$ cat src/rtl/game_pkg.sv
// Shared encodings and screen constants for the Dino VGA design; the colour logic
// and key decoder import the same package.
package game_pkg;

   localparam int SCREEN_W     = 800;
   localparam int SCREEN_H     = 600;
   localparam int GROUND_Y_DEF = 520;

   typedef enum logic [1:0] {
      ST_IDLE = 2'd0,
      ST_RUN  = 2'd1,
      ST_OVER = 2'd2
   } game_state_t;

   typedef enum logic [1:0] {
      PH_GROUND = 2'd0,
      PH_UP     = 2'd1,
      PH_DOWN   = 2'd2
   } jump_phase_t;

endpackage

$ cat src/rtl/game_sequencer_if.sv
// Frame-rate event inputs and registered sprite/score outputs of the game sequencer.
interface game_sequencer_if;

   logic        frame_tick;
   logic        jump_req;
   logic        collision;
   logic [9:0]  dino_ver_from;
   logic [10:0] obst_hor_from;
   logic [15:0] score;
   logic [1:0]  game_state;
   logic        frame_update;

   modport master (
      output frame_tick, jump_req, collision,
      input  dino_ver_from, obst_hor_from, score, game_state, frame_update
   );

   modport slave (
      input  frame_tick, jump_req, collision,
      output dino_ver_from, obst_hor_from, score, game_state, frame_update
   );

endinterface

$ cat src/rtl/game_sequencer_jump_ctrl.sv
// Dino jump phase FSM: rises JUMP_STEP lines per enabled frame to the apex, then falls
// back to ground. Requests while airborne are ignored because start only matters on ground.
module jump_ctrl
   import game_pkg::*;
#(
   parameter int GROUND_Y    = GROUND_Y_DEF,
   parameter int JUMP_HEIGHT = 160,
   parameter int JUMP_STEP   = 8
) (
   input  logic       clk,
   input  logic       rst,
   input  logic       step,
   input  logic       start,
   input  logic       restart,
   output logic [9:0] pos
);

   localparam logic [9:0] Y_GND = 10'(GROUND_Y);
   localparam logic [9:0] Y_TOP = 10'(GROUND_Y - JUMP_HEIGHT);
   localparam logic [9:0] DY    = 10'(JUMP_STEP);

   jump_phase_t phase, phase_nxt;
   logic [9:0]  pos_nxt;

   always_ff @(posedge clk or negedge rst) begin
      if (!rst) begin
         phase <= PH_GROUND;
         pos   <= Y_GND;
      end else begin
         phase <= phase_nxt;
         pos   <= pos_nxt;
      end
   end

   always_comb begin
      phase_nxt = phase;
      pos_nxt   = pos;
      if (restart) begin
         phase_nxt = PH_GROUND;
         pos_nxt   = Y_GND;
      end else if (step) begin
         unique case (phase)
            PH_GROUND: if (start) begin
               pos_nxt   = pos - DY;
               phase_nxt = (pos_nxt == Y_TOP) ? PH_DOWN : PH_UP;
            end
            PH_UP: begin
               pos_nxt = pos - DY;
               if (pos_nxt == Y_TOP) phase_nxt = PH_DOWN;
            end
            PH_DOWN: begin
               pos_nxt = pos + DY;
               if (pos_nxt == Y_GND) phase_nxt = PH_GROUND;
            end
            default: phase_nxt = PH_GROUND;
         endcase
      end
   end

endmodule

$ cat src/rtl/game_sequencer.sv
// Frame-rate game controller: top FSM plus obstacle scroll, score and speed datapath.
// All state advances on frame_tick only, so sprite positions are stable during active video.
module game_sequencer
   import game_pkg::*;
#(
   parameter int GROUND_Y     = GROUND_Y_DEF,
   parameter int JUMP_HEIGHT  = 160,
   parameter int JUMP_STEP    = 8,
   parameter int OBST_START_X = SCREEN_W,
   parameter int SCROLL_STEP  = 4,
   parameter int MAX_STEP     = 12
) (
   input  logic           clk,
   input  logic           rst,
   game_sequencer_if.slave bus
);

   localparam logic [10:0] OBST_X   = 11'(OBST_START_X);
   localparam logic [3:0]  SPD_INIT = 4'(SCROLL_STEP);
   localparam logic [3:0]  SPD_MAX  = 4'(MAX_STEP);

   game_state_t state, state_nxt;
   logic        jump_pending, hit, frame_update_q;
   logic [10:0] obst, obst_nxt;
   logic [15:0] score_q, score_nxt;
   logic [3:0]  speed, speed_nxt;
   logic        step, restart, jp, hq;
   logic [9:0]  dino;

   // A pulse landing on the tick cycle counts toward that tick.
   assign jp = jump_pending | bus.jump_req;
   assign hq = hit | bus.collision;

   always_ff @(posedge clk or negedge rst) begin
      if (!rst) state <= ST_IDLE;
      else      state <= state_nxt;
   end

   always_comb begin
      state_nxt = state;
      obst_nxt  = obst;
      score_nxt = score_q;
      speed_nxt = speed;
      step      = 1'b0;
      restart   = 1'b0;
      if (bus.frame_tick) begin
         unique case (state)
            ST_IDLE: if (jp) begin
               state_nxt = ST_RUN;
               step      = 1'b1;
            end
            ST_RUN: begin
               if (hq) state_nxt = ST_OVER;
               else    step      = 1'b1;
            end
            ST_OVER: if (jp) begin
               state_nxt = ST_RUN;
               restart   = 1'b1;
               obst_nxt  = OBST_X;
               score_nxt = '0;
               speed_nxt = SPD_INIT;
            end
            default: state_nxt = ST_IDLE;
         endcase
      end
      if (step) begin
         if (obst <= {7'd0, speed}) begin
            obst_nxt = OBST_X;
            if (score_q != 16'hFFFF) begin
               score_nxt = score_q + 16'd1;
               if (score_nxt[2:0] == 3'd0 && speed < SPD_MAX) speed_nxt = speed + 4'd1;
            end
         end else begin
            obst_nxt = obst - {7'd0, speed};
         end
      end
   end

   always_ff @(posedge clk or negedge rst) begin
      if (!rst) begin
         obst           <= OBST_X;
         score_q        <= '0;
         speed          <= SPD_INIT;
         jump_pending   <= 1'b0;
         hit            <= 1'b0;
         frame_update_q <= 1'b0;
      end else begin
         obst           <= obst_nxt;
         score_q        <= score_nxt;
         speed          <= speed_nxt;
         jump_pending   <= bus.frame_tick ? 1'b0 : jp;
         hit            <= bus.frame_tick ? 1'b0 : hq;
         frame_update_q <= bus.frame_tick;
      end
   end

   jump_ctrl #(
      .GROUND_Y   (GROUND_Y),
      .JUMP_HEIGHT(JUMP_HEIGHT),
      .JUMP_STEP  (JUMP_STEP)
   ) u_jump (
      .clk    (clk),
      .rst    (rst),
      .step   (step),
      .start  (jp),
      .restart(restart),
      .pos    (dino)
   );

   assign bus.dino_ver_from = dino;
   assign bus.obst_hor_from = obst;
   assign bus.score         = score_q;
   assign bus.game_state    = state;
   assign bus.frame_update  = frame_update_q;

endmodule

$ cat src/flat_wrapper.sv
// flat-port wrapper written by rule: the top's interface ports become plain ports
module game_sequencer_flat import game_pkg::*;
#(
   parameter int GROUND_Y     = GROUND_Y_DEF,
   parameter int JUMP_HEIGHT  = 160,
   parameter int JUMP_STEP    = 8,
   parameter int OBST_START_X = SCREEN_W,
   parameter int SCROLL_STEP  = 4,
   parameter int MAX_STEP     = 12
)
  (clk, rst, bus_frame_tick, bus_jump_req, bus_collision, bus_dino_ver_from, bus_obst_hor_from, bus_score, bus_game_state, bus_frame_update);
  game_sequencer_if bus_i ();
  input  logic clk;
  input  logic rst;
  input wire logic [$bits(bus_i.frame_tick)-1:0] bus_frame_tick;
  input wire logic [$bits(bus_i.jump_req)-1:0] bus_jump_req;
  input wire logic [$bits(bus_i.collision)-1:0] bus_collision;
  output wire logic [$bits(bus_i.dino_ver_from)-1:0] bus_dino_ver_from;
  output wire logic [$bits(bus_i.obst_hor_from)-1:0] bus_obst_hor_from;
  output wire logic [$bits(bus_i.score)-1:0] bus_score;
  output wire logic [$bits(bus_i.game_state)-1:0] bus_game_state;
  output wire logic [$bits(bus_i.frame_update)-1:0] bus_frame_update;
  assign bus_i.frame_tick = bus_frame_tick;
  assign bus_i.jump_req = bus_jump_req;
  assign bus_i.collision = bus_collision;
  assign bus_dino_ver_from = bus_i.dino_ver_from;
  assign bus_obst_hor_from = bus_i.obst_hor_from;
  assign bus_score = bus_i.score;
  assign bus_game_state = bus_i.game_state;
  assign bus_frame_update = bus_i.frame_update;
  game_sequencer #(.GROUND_Y(GROUND_Y), .JUMP_HEIGHT(JUMP_HEIGHT), .JUMP_STEP(JUMP_STEP), .OBST_START_X(OBST_START_X), .SCROLL_STEP(SCROLL_STEP), .MAX_STEP(MAX_STEP)) u_core (.clk(clk), .rst(rst), .bus(bus_i));
endmodule
$ cat config.mk
export PLATFORM = sky130hd
export DESIGN_NAME = game_sequencer_flat
export DESIGN_NICKNAME = d
export VERILOG_FILES = /design/src/rtl/game_pkg.sv /design/src/rtl/game_sequencer_if.sv /design/src/rtl/game_sequencer_jump_ctrl.sv /design/src/rtl/game_sequencer.sv /design/src/flat_wrapper.sv
export SDC_FILE = /design/constraint.sdc
export NUM_CORES = 1
export LEC_CHECK = 0
export BUFFER_PORTS_ARGS = -buffer_cell sky130_fd_sc_hd__buf_2
export CAP_MARGIN = 0
export CELL_PAD_IN_SITES_DETAIL_PLACEMENT = 0
export CELL_PAD_IN_SITES_GLOBAL_PLACEMENT = 1
export CORE_UTILIZATION = 39
export DETAILED_ROUTE_END_ITERATION = 10
export GPL_TIMING_DRIVEN = 0
export PLACE_DENSITY = 0.85
export RECOVER_POWER = 50
export SLEW_MARGIN = 0
export SYNTH_ARGS = -nofsm -noshare
export SYNTH_HDL_FRONTEND = slang
export SYNTH_SLANG_ARGS = --single-unit
$ cat constraint.sdc
create_clock -name clk -period 2.2 [get_ports clk]
set_clock_uncertainty 0.05 [all_clocks]
set_input_delay 0.11 -clock clk [delete_from_list [all_inputs] [get_ports clk]]
set_output_delay 0.11 -clock clk [all_outputs]
set_load 0.05 [all_outputs]
; Word level (Yosys, flattened, before mapping)
; Index checks and enable logic that the tools add are counted.
[totals]
regBits = 48
inputBits = 5
word_cells = 84
[classes]
addsub = 5
order_cmp = 2
eq_ne = 12
muxes = 40
n_bitwise = 2
reduce_logical = 14
[ops]
columns = cell, count
row1 = two-way mux 16 bit, 6
row2 = two-way mux 11 bit, 5
row3 = two-way mux 10 bit, 3
row4 = one-hot mux 10 bit (3 select lines), 1
row5 = two-way mux 4 bit, 7
row6 = adder 16 x 1 -> 16 bit (second input constant), 1
row7 = two-way mux 2 bit, 8
row8 = != test 16 bit (second input constant), 1
row9 = <= comparator 11 x 4 -> 1 bit, 1
row10 = subtractor 11 x 4 -> 11 bit, 1
row11 = adder 10 x 4 -> 10 bit (second input constant), 1
row12 = == test 10 bit (second input constant), 1
row13 = == test 10 x 9 -> 1 bit (second input constant), 1
row14 = subtractor 10 x 4 -> 10 bit (second input constant), 1
row15 = AND reduction 3 bit, 3
row16 = nonzero test 2 bit, 4
row17 = two-way mux 1 bit, 7
row18 = != test 3 x 2 -> 1 bit (second input constant), 2
row19 = one-hot mux 2 bit (3 select lines), 1
row20 = adder 4 x 1 -> 4 bit (second input constant), 1
row21 = == test 2 x 1 -> 1 bit (second input constant), 2
row22 = == test 2 bit (second input constant), 2
row23 = zero test 2 bit, 2
row24 = < comparator 4 bit (second input constant), 1
row25 = other kinds (10), 12

; Longest topological paths before layout
[logic_depth]
word_depth = 8
mapped_depth = 10
depth_no_buf = 10

; Cells and area by module
; A second synthesis with hierarchy kept.
[unflattened]
cells_unflattened = 328
hier_area_um2 = 2900.3
[by_module_without_submodules]
columns = module, n_inst, cells_each, area_per_inst_um2
row1 = game_sequencer, 1, 238, 2172.1
row2 = jump_ctrl, 1, 90, 728.2

; Worst setup path before layout
; Ideal clock, no wire load.
[synth_path]
path_kind = flip-flop to flip-flop
from = reg u_core.u_jump.pos[3]
to = reg u_core.u_jump.phase[0]
arrival_time_ns = 2.321
path_slack_ns = -0.304
path_stages_with_launch = 7
n_path_buf = 0
synth_period_minus_slack_ns = 2.504
path_cell_list = dfstp_2 inv_1 ha_1 or4_1 o311a_1 a311oi_2 o22ai_1
[synth_via]
elab_chain_len = 7
elab_cells_between_ends = 12
classes_between = 2 x add/sub / 4 x eq/ne / 5 x mux / 1 x reduce/logical
[synth_lines]
columns = element, line_no
row1 = "start, declared", game_sequencer_jump_ctrl.sv:15  ; output logic [9:0] pos
row2 = "start signal, assigned", game_sequencer_jump_ctrl.sv:31  ; pos <= pos_nxt;
row3 = subtractor 10 x 4 -> 10 bit, "game_sequencer_jump_ctrl.sv:44, game_sequencer_jump_ctrl.sv:48"
row4 = == test 10 x 9 -> 1 bit, "game_sequencer_jump_ctrl.sv:45, game_sequencer_jump_ctrl.sv:49"
row5 = two-way mux 2 bit, game_sequencer_jump_ctrl.sv:45  ; phase_nxt = (pos_nxt == Y_TOP) ? PH_DOWN : PH_UP;
row6 = two-way mux 2 bit, game_sequencer_jump_ctrl.sv:43  ; PH_GROUND: if (start) begin
row7 = one-hot mux 2 bit (3 select lines), game_sequencer_jump_ctrl.sv:42  ; unique case (phase)
row8 = two-way mux 2 bit, game_sequencer_jump_ctrl.sv:41  ; end else if (step) begin
row9 = two-way mux 2 bit, game_sequencer_jump_ctrl.sv:38  ; if (restart) begin
row10 = "end signal, assigned", game_sequencer_jump_ctrl.sv:30  ; phase <= phase_nxt;
row11 = "end, declared", game_sequencer_jump_ctrl.sv:22  ; jump_phase_t phase, phase_nxt;
; Parallel ways exist; a longest one is shown, timed or not. The select of a mux whose other input is x is not followed.
; A chain may end at the register's enable or synchronous reset.

; Final worst setup path
[layout_path]
from = reg u_core.speed[2]
to = reg u_core.score_q[10] (netlist: u_core.bus.score[10])
[layout_via]
elab_chain_len = 3
[layout_lines]
columns = element, line_no
row1 = "start, declared", game_sequencer.sv:26  ; logic [3:0] speed, speed_nxt;
row2 = "start signal, assigned", game_sequencer.sv:90  ; speed <= speed_nxt;
row3 = <= comparator 11 x 4 -> 1 bit, game_sequencer.sv:67  ; if (obst <= {7'd0, speed}) begin
row4 = two-way mux 16 bit, game_sequencer.sv:67
row5 = two-way mux 16 bit, game_sequencer.sv:66  ; if (step) begin
row6 = named net u_core.score_nxt[10], game_sequencer.sv:25  ; logic [15:0] score_q, score_nxt;
row7 = "end signal, assigned", game_sequencer.sv:89  ; score_q <= score_nxt;
row8 = "end, declared", game_sequencer.sv:25
; The timed path passes the listed nets, and every way through them passes these cells.

==> results.toml <==
[routing]
drc = 0
viasPerCell = 5.51
antenna_left = 0
first_pass_iters = 4
routedWlPerCell_um = 15.1
wl_um = 7490
maxUsedRoutingLayer = "met4"
via_count = 2733
met1Wirelength_um = 3560
dr_wl_met2_um = 3610
drt-initial-drc-count = 116
route.met3.wl_um = 251

[final_layout]
syn_to_final_growth_pct = 31.3
layout.nets = 417
final_cells = 496
fillers = 664
utilization_pct = 54.3
antennaDiodeCount = 0
drive_gt1_share_pct = 29.5

[yosys]
syn_inst = 328
seq_area_frac_synth_pct = 39.5
syn_avg_cell_area_um2 = 8.76
synth_edf_count = 0
synth.top_cell.area_share_pct = 34.0
synthFlopType = "dfrtp_1"
ys_seq_elements = 45
synth.cell_area_mm2 = 0.00287
netlist-cell-type-count = 59
yosys.area.top_type = "dfrtp_1"
synth_area_leaders = "dfrtp_1 34%, nand3_1 6.4%, dfstp_2 5.5%"
ys_warn_count = 0
synthArstFlopShare_pct = 100

[floorplan]
start_util_pct = 41.4
core_mm2 = 0.00694
die_y_um = 87.8
dieArea_mm2 = 0.00771
die_x_um = 87.8
fp-row-count = 30
ios = 45

[grt]
grt_start_max_net_pins = 46
grt_use_total_pct = 19.5
grt_pass1_vias = 2371
antenna_found_initial = 0
grt_pass1_wl_um = 11600
overflow = 0

[critical_path]
critPathCaptureType = "register"
r2r.worst_path.cells = 9
critical_path_required_ns = 2.39
r2r_start = "u_core.speed[2]"
startpoint_type = "register"
r2r_slack_ns = -0.08
cp.arrival_ns = 2.47
cp_max_fo = 5
critPathKind = "register to register"
rr_endpoint = "u_core.bus.score[10]"
startpoint = "u_core.speed[2]"

[pwr]
total_power_w = 0.00427
p_sw_w = 0.00209
clkPwrFrac_pct = 12.7
internal_power_w = 0.00218
pwr-share-comb_pct = 56.7
irDropWorstVdd_v = 0.000401
swShare_pct = 48.9
p_per_area_mw_per_mm2 = 1130
p_leak_nw = 1.45
pwr-share-seq_pct = 30.6

[timing]
timing.final.crit_period_ns = 2.28
maxSlewViolCount = 0
slew_headroom_pct = 22.6
rsz0062_at_grt = "true"
setup_tns_ns = -0.172
hold_violations = 0
period_share_pct = 104
tightestPinTransition_ns = 1.16
max_freq_mhz = 439
worst_slack_ns = -0.0796
setup_viol = 6

[cts]
cts_tree = "yes"
numCtsBuffers = 5
htreeDepth = 2
clock_sinks = 45
clkLatencyLatePin_ns = 0.30
path_clk_slew_ns = 0.08
clock_path_buffers = 2
cts_root_buf = "clkbuf_8"

[min_path]
hp-start = "bus_jump_req"
min_to = "u_core.jump_pending"
hold_depth = 3
holdCritPathClass = "primary input to register"

[flow_run]
maxCapViolCount = 0

[run_status]
outcome = "finished, violations left"
violations = "setup timing"

[place]
port_buffers = 41
dp_slack_ns = -0.421
hpwl_um = 4870
place_inst = 467
gp_congestion = 0.866
## metrics by stage
step                cell area (um2)  hold WS [ns]
floorplan                      3030        -0.236
global placement               3360         0.202
detailed placement             3360         0.204
finish                         3770        0.0736
CTS                            3630        0.0540
global route                   3770        0.0768
## area by class of cell
| cell class | instances | area, um2 | area share (%) |
|---|---|---|---|
| inverter | 17 | 68.8 | 1.82 |
| timing repair buffer | 64 | 342 | 9.06 |
| buffer | 13 | 86.3 | 2.29 |
| sequential | 45 | 1160 | 30.7 |
| multi-input combinational | 253 | 1910 | 50.6 |
| tap | 96 | 120 | 3.19 |
| clock buffer | 8 | 90.1 | 2.39 |
## sequential cells by signal, summed over array words and instances (netlist names)
register,flops
u_core.bus.score,16
u_core.bus.obst_hor_from,11
u_core.u_jump.pos,7
u_core.speed,4
u_core.bus.game_state,2
u_core.u_jump.phase,2
u_core.bus.frame_update,1
u_core.hit,1
u_core.jump_pending,1
## synth_stat cells, types with 3 or more instances
master and count:
o21a_1 5, or3_1 9, a21oi_1 10, buf_2 4
nand4_1 5, nor2_1 18, dfrtp_1 39, nand2b_1 4
mux2i_1 4, nor3_1 8, nand2_1 32, buf_4 4
a22o_1 3, inv_1 17, nand3_1 37, and3_1 4
nor4_1 6, o31ai_1 10, a31oi_1 6, and2_1 3
xor2_1 4, dfstp_2 6, or4_1 3, o21ai_0 22
xnor2_1 5, or2_2 3, ha_1 12, clkbuf_1 7
## per-layer routing
metal  global-route usage, %  vias to the layer above
li1                        -                     1335
met4                    5.96                        0
met3                    3.68                        8
met5                       0                        -
met1                    27.7                     1334
met2                    29.9                       56
## worst max-delay path by stage
stage	slack, ns	endpoint
final	-0.08	u_core.bus.score[10]
after global routing	-0.14	u_core.bus.score[10]
after CTS	-0.05	u_core.bus.score[10]
after detailed placement	-0.42	u_core.bus.score[11]
after global placement	-0.38	u_core.bus.score[3]
after floorplan	-0.008	u_core.bus.score[6]
## power groups by stage
stage | clock network [W] | logic [W] | registers [W]
floorplan | 0 | 0.00108 | 0.00178
global placement | 0 | 0.00196 | 0.00130
detailed placement | 0 | 0.00199 | 0.00130
CTS | 0.000557 | 0.00222 | 0.00128
global route | 0.000590 | 0.00259 | 0.00133
finish | 0.000542 | 0.00242 | 0.00131
## what timing repair did
action | CTS | global route
resized for setup | 22 | 36
pin swaps | 9 | 21
hold buffers | 2 | 0
endpoints found under the setup margin | 32 | 30
setup buffers | 9 | 12
hold endpoints to repair | 40 | 0
## kinds of logic after synthesis
group | share of synthesized area (%)
xor+xnor | 2.74
compound gates | 18.1
flops | 39.5
mux | 1.79
simple gates | 27.0
buf+inv | 4.88
other cells | 0.131
fa+ha+maj | 5.92
## cell usage in the layout (no fill, tap or decap), types with 6 or more instances in the layout
master,netlist,layout
a31oi_1,6,6
clkbuf_8,0,6
clkbuf_1,7,42
dfrtp_1,39,24
ha_4,0,6
nand2_1,32,32
o21ai_0,22,11
buf_2,4,7
a21oi_1,10,9
buf_4,4,24
inv_1,17,12
nand3_1,37,37
dfrtp_2,0,15
o31ai_1,10,8
nor2_1,18,16
nor3_1,8,6
o21ai_1,2,7
or3_1,9,9
## critical path: stages, from the launching register on
cell and delay, ns:
dfstp_2 0.56, inv_4 0.05, ha_4 0.25, nor2_4 0.12, a2111oi_4 0.05, o21ai_2 0.25
nand4_1 0.21, buf_4 0.21, or4_1 0.39, nand3_1 0.08
(Power assumes the default switching activity.)
